--- src/rtl/regbank_s2_arbiter.sv ---
// Round-robin arbiter sharing one RegBankS2 register bank between two instruction requesters.
// It forwards legal instructions as one-cycle pulses and routes RDO results back to the issuer.
module regbank_s2_arbiter #(
  parameter logic [3:0] OP_NOP = 4'h0,
  parameter logic [3:0] OP_RDO = 4'h1,
  parameter logic [3:0] OP_LD0 = 4'h2,
  parameter logic [3:0] OP_LD1 = 4'h3
) (
  input  logic        clock,
  input  logic        reset,
  input  logic        req0,
  input  logic [11:0] inst0,
  output logic        gnt0,
  output logic        err0,
  output logic        rvalid0,
  input  logic        req1,
  input  logic [11:0] inst1,
  output logic        gnt1,
  output logic        err1,
  output logic        rvalid1,
  output logic [7:0]  rdata,
  output logic [11:0] bank_inst,
  output logic        bank_inst_en,
  input  logic [7:0]  bank_out
);

  typedef enum logic [1:0] {StIdle, StIssue, StRead} state_e;

  state_e      r_state;
  logic        r_prio;
  logic        r_owner;
  logic        r_is_rdo;
  logic        r_gnt0;
  logic        r_gnt1;
  logic        r_err0;
  logic        r_err1;
  logic        r_rvalid0;
  logic        r_rvalid1;
  logic [7:0]  r_rdata;
  logic [11:0] r_bank_inst;
  logic        r_bank_inst_en;

  logic        w_any_req;
  logic        w_winner;
  logic [11:0] w_inst;
  logic [3:0]  w_op;
  logic        w_legal;

  always_comb begin
    w_any_req = req0 | req1;
    // r_prio names the preferred requester; it only matters when both request.
    if (req0 && req1) begin
      w_winner = r_prio;
    end else begin
      w_winner = req1;
    end
    w_inst  = w_winner ? inst1 : inst0;
    w_op    = w_inst[11:8];
    w_legal = (w_op == OP_NOP) || (w_op == OP_RDO) || (w_op == OP_LD0) || (w_op == OP_LD1);
  end

  always_ff @(posedge clock or negedge reset) begin
    if (!reset) begin
      r_state        <= StIdle;
      r_prio         <= 1'b0;
      r_owner        <= 1'b0;
      r_is_rdo       <= 1'b0;
      r_gnt0         <= 1'b0;
      r_gnt1         <= 1'b0;
      r_err0         <= 1'b0;
      r_err1         <= 1'b0;
      r_rvalid0      <= 1'b0;
      r_rvalid1      <= 1'b0;
      r_rdata        <= 8'h00;
      r_bank_inst    <= 12'h000;
      r_bank_inst_en <= 1'b0;
    end else begin
      r_gnt0         <= 1'b0;
      r_gnt1         <= 1'b0;
      r_err0         <= 1'b0;
      r_err1         <= 1'b0;
      r_rvalid0      <= 1'b0;
      r_rvalid1      <= 1'b0;
      r_bank_inst_en <= 1'b0;
      case (r_state)
        StIdle: begin
          if (w_any_req) begin
            r_bank_inst    <= w_inst;
            r_owner        <= w_winner;
            r_prio         <= ~w_winner;
            r_gnt0         <= ~w_winner;
            r_gnt1         <= w_winner;
            r_err0         <= ~w_winner & ~w_legal;
            r_err1         <= w_winner & ~w_legal;
            r_bank_inst_en <= w_legal;
            r_is_rdo       <= w_legal && (w_op == OP_RDO);
            r_state        <= StIssue;
          end
        end
        StIssue: begin
          r_state <= r_is_rdo ? StRead : StIdle;
        end
        StRead: begin
          r_rdata   <= bank_out;
          r_rvalid0 <= ~r_owner;
          r_rvalid1 <= r_owner;
          r_state   <= StIdle;
        end
        default: begin
          r_state <= StIdle;
        end
      endcase
    end
  end

  assign gnt0         = r_gnt0;
  assign gnt1         = r_gnt1;
  assign err0         = r_err0;
  assign err1         = r_err1;
  assign rvalid0      = r_rvalid0;
  assign rvalid1      = r_rvalid1;
  assign rdata        = r_rdata;
  assign bank_inst    = r_bank_inst;
  assign bank_inst_en = r_bank_inst_en;

endmodule

--- config.mk ---
export PLATFORM = sky130hd
export DESIGN_NAME = regbank_s2_arbiter
export DESIGN_NICKNAME = d
export VERILOG_FILES = /design/src/rtl/regbank_s2_arbiter.sv
export SDC_FILE = /design/constraint.sdc
export NUM_CORES = 1
export LEC_CHECK = 0
export CAP_MARGIN = 40
export CELL_PAD_IN_SITES_DETAIL_PLACEMENT = 0
export CELL_PAD_IN_SITES_GLOBAL_PLACEMENT = 1
export CORE_UTILIZATION = 25
export CTS_BUF_LIST = sky130_fd_sc_hd__clkbuf_2
export CTS_CLUSTER_DIAMETER = 60
export DETAILED_ROUTE_END_ITERATION = 16
export DONT_BUFFER_PORTS = 1
export GPL_TIMING_DRIVEN = 0
export PLACE_DENSITY = 0.57
export SYNTH_ARGS = -nofsm -noshare
export SYNTH_HDL_FRONTEND = slang
export SYNTH_SLANG_ARGS = --single-unit
--- constraint.sdc ---
create_clock -name clock -period 1.4 [get_ports clock]
set_clock_uncertainty 0.05 [all_clocks]
set_input_delay 0.35 -clock clock [delete_from_list [all_inputs] [get_ports clock]]
set_output_delay 0.35 -clock clock [all_outputs]
set_load 0.01 [all_outputs]
==> impl_metrics.csv <==
group,metric,value,unit
die,core_area,0.00488,sq mm
placement,dp_hpwl,1.98,mm
routing,final_antenna_net_count,0,
synth,syn_inst,108,
min_path,whs_path_depth,1,
worst_setup_path,path_class,"flip-flop to flip-flop",
timing,holdWs,0.0690,ns
synth,synth_ff_type,"dfrtp_1",
finish,regArea,801,sq um
placement,placed_area,0.00139,sq mm
power_and_ir_drop,internal_power,1.55,mW
power_and_ir_drop,power_frac_seq,62.9,%
grt,grt_usage,11.0,%
cts,cts-htree-levels,2,
worst_setup_path,path_max_fanout,5,
synth,synth_edf_count,0,
worst_setup_path,reg2reg_to,"r_is_rdo",
die,die-area,0.00553,sq mm
synth,synth_top_area_cell,"dfrtp_1",
finish,diodes,0,
cts,clk_transition_reported_paths,0.16,ns
power_and_ir_drop,p_leak,0.722,nW
timing,max_slew_margin,81.3,%
min_path,hold_path_startpoint,"inst1[11]",
routing,detail_route.iter0.violations,19,
grt,grt_pass1_vias,881,
routing,drt_pass1_iterations,4,
die,io_pins,63,
synth,syn_avg_cell_area,12.1,sq um
min_path,hp-class,"primary input to flip-flop",
power_and_ir_drop,ir_worst_vdd,0.586,mV
run_status,outcome,"complete, no violations",
cts,cts_sinks,32,
placement,pre_cts_ws,-0.0709,ns
power_and_ir_drop,p_per_area,1570,mW/mm^2
worst_setup_path,worstPathRequired,1.62,ns
routing,vias,840,
flow_run,max-cap-violations,0,
finish,n_fill_cell,513,
finish,syn2layout_area_growth,15.1,%
routing,drt-total-wl,2.77,mm
synth,synthDominantCellAreaShare,61.2,%
worst_setup_path,cp-start-kind,"flip-flop",
finish,fin_area,0.00151,sq mm
power_and_ir_drop,swShare,34.6,%
synth,synth.distinct_cells,25,
timing,max_clock_freq,747,MHz
cts,clockBufferDepth,2,
cts,cts_tree,"built",
timing,tns,0,ns
routing,drt_drc_violations_left,0,
worst_setup_path,end_kind,"flip-flop",
timing,post-route-period-util,95.6,%
finish,fin_util,30.9,%
synth,netlist_area,0.00131,sq mm
die,placementRows,25,
synth,ys_top_cells_by_area,"dfrtp_1, mux2i_1, mux2_2",
synth,ys_seq_area_share,61.2,%
finish,multi_input_area,472,sq um
power_and_ir_drop,power,2.37,mW
die,die_y,74.4,um
routing,wl_per_cell,14.7,um
timing,setup_slack,0.0611,ns
die,die_w,74.4,um
placement,routabilityCongestion,0.649,
synth,yosys_warnings,0,
routing,vias_per_cell,4.47,
timing,hold_viol,0,
finish,drive_gt1_share,22.3,%
synth,syn_nets,144,
finish,nNetsFinal,157,
cts,insertion_delay,0.36,ns
cts,cts_made_buffers,5,
worst_setup_path,critPathArrivalTime,1.56,ns
grt,grt_pass1_wl,4.26,mm
synth,async_flop_share,100,%
worst_setup_path,ff2ff_path_depth,3,
cts,cts_root_buffer,"clkbuf_2",
placement,portBuffers,0,
die,start_util,26.8,%
timing,period_minus_slack,1.34,ns
placement,dp.cells,175,
min_path,hold-path-endpoint,"err1",
grt,overflow,0,
power_and_ir_drop,netSwitchingPower,0.821,mW
synth,ys_seq_elements,32,
power_and_ir_drop,p_clk_share,17.2,%
timing,slew_viol_final,0,
grt,antenna_found_initial,0,
worst_setup_path,reg2reg_from,"r_prio",
finish,layout.cells.non_filler,188,
power_and_ir_drop,combinationalPowerShare,19.9,%
timing,tightest_slew,0.277,ns
worst_setup_path,r2r_slack,0.06,ns
timing,setup_viol,0,
grt,grt_max_degree,33,
area by class of cell:
cell class / instances / share of cell area, %
inverters: 3 / 0.748
clock inverters: 2 / 0.498
clock buffers: 5 / 1.66
plain buffers: 5 / 2.91
well taps: 67 / 5.56
repair buffers: 6 / 4.15
multi-input cells: 68 / 31.3
flip-flops and latches: 32 / 53.2
routing by layer:
| metal | wire length (um) | GRT usage (%) |
|---|---|---|
| met4 | 27 | 4.40 |
| met5 | 0 | 0 |
| met1 | 1150 | 13.4 |
| met3 | 325 | 5.69 |
| met2 | 1260 | 16.4 |
registers in the layout, summed over array words and instances, names as in the netlist:
name	flops
rvalid1	1
r_state	2
err1	1
rvalid0	1
gnt1	1
err0	1
bank_inst_en	1
rdata	8
r_is_rdo	1
r_prio	1
gnt0	1
r_owner	1
bank_inst	12
power groups by stage:
stage                     combinational (mW)  clock [mW]  sequential (mW)
after floorplan                        0.349           0             1.45
after global placement                 0.394           0             1.50
after detailed placement               0.421           0             1.51
after CTS                              0.454       0.429             1.49
after global routing                   0.536       0.484             1.54
final                                  0.473       0.407             1.49
critical path, cell delays in order (launching register included):
cell and delay [ns]:
dfrtp_1 0.46, o21ai_4 0.23, mux2_4 0.32, a22o_1 0.19
cells in the mapped netlist (2+ instances only):
cell,number
dfrtp_1,32
nor2_1,5
mux2_2,9
buf_2,2
nand2_1,15
o21ai_1,9
mux2i_1,11
o21ai_0,4
a21o_1,3
inv_1,2
nor3_1,2
cell families (layout without fill, tap and decap cells):
group | after synthesis | in the layout | share of synthesized area, %
buffers and inverters | 8 | 21 | 3.63
AO/OA/AOI/OAI | 20 | 20 | 9.56
flip-flops | 32 | 32 | 61.2
multiplexers | 20 | 20 | 16.2
AND/OR/NAND/NOR | 28 | 28 | 9.47
what timing repair did:
| item | CTS | global route |
|---|---|---|
| endpoints found under the hold margin | 32 | 1 |
| pin swaps | 1 | 2 |
| buffers inserted | 1 | 2 |
| hold buffers | 2 | 1 |
| endpoints found under the setup margin | 10 | 14 |
| resized for setup | 2 | 6 |
placed cells by master (no fill, tap or decap):
cell | synthesis | final
buf_2 | 2 | 1
nor2_4 | 0 | 1
nand2b_1 | 1 | 1
dlygate4sd3_1 | 0 | 2
mux2_2 | 9 | 8
a21oi_1 | 1 | 1
buf_12 | 0 | 1
a21o_1 | 3 | 3
o21ai_0 | 4 | 4
mux2i_1 | 11 | 11
inv_1 | 2 | 2
nor2_2 | 1 | 1
inv_2 | 1 | 1
o21ai_4 | 1 | 1
buf_6 | 0 | 1
nor3_1 | 2 | 2
nand2_1 | 15 | 15
dfrtp_1 | 32 | 32
and2_1 | 1 | 1
buf_8 | 1 | 1
a22o_1 | 1 | 1
clkbuf_2 | 0 | 6
mux2_4 | 0 | 1
or3_1 | 1 | 1
and2b_1 | 1 | 1
clkinv_1 | 0 | 2
nor2_1 | 5 | 4
o21ai_1 | 9 | 9
o21a_1 | 1 | 1
nand4_1 | 1 | 1
buf_4 | 1 | 4
worst max path at each step:
stage | end | cells past startpoint | from | slack (ns)
final | r_is_rdo | 3 | r_prio | 0.06
after global routing | r_prio | 6 | r_state[0] | -0.002
after global placement | r_is_rdo | 3 | r_prio | -0.04
after detailed placement | r_is_rdo | 3 | r_prio | -0.07
after floorplan | r_is_rdo | 3 | r_prio | 0.05
after CTS | bank_inst[9] | 6 | r_state[1] | 0.01
Note: power is estimated with default switching activity, not from simulation.
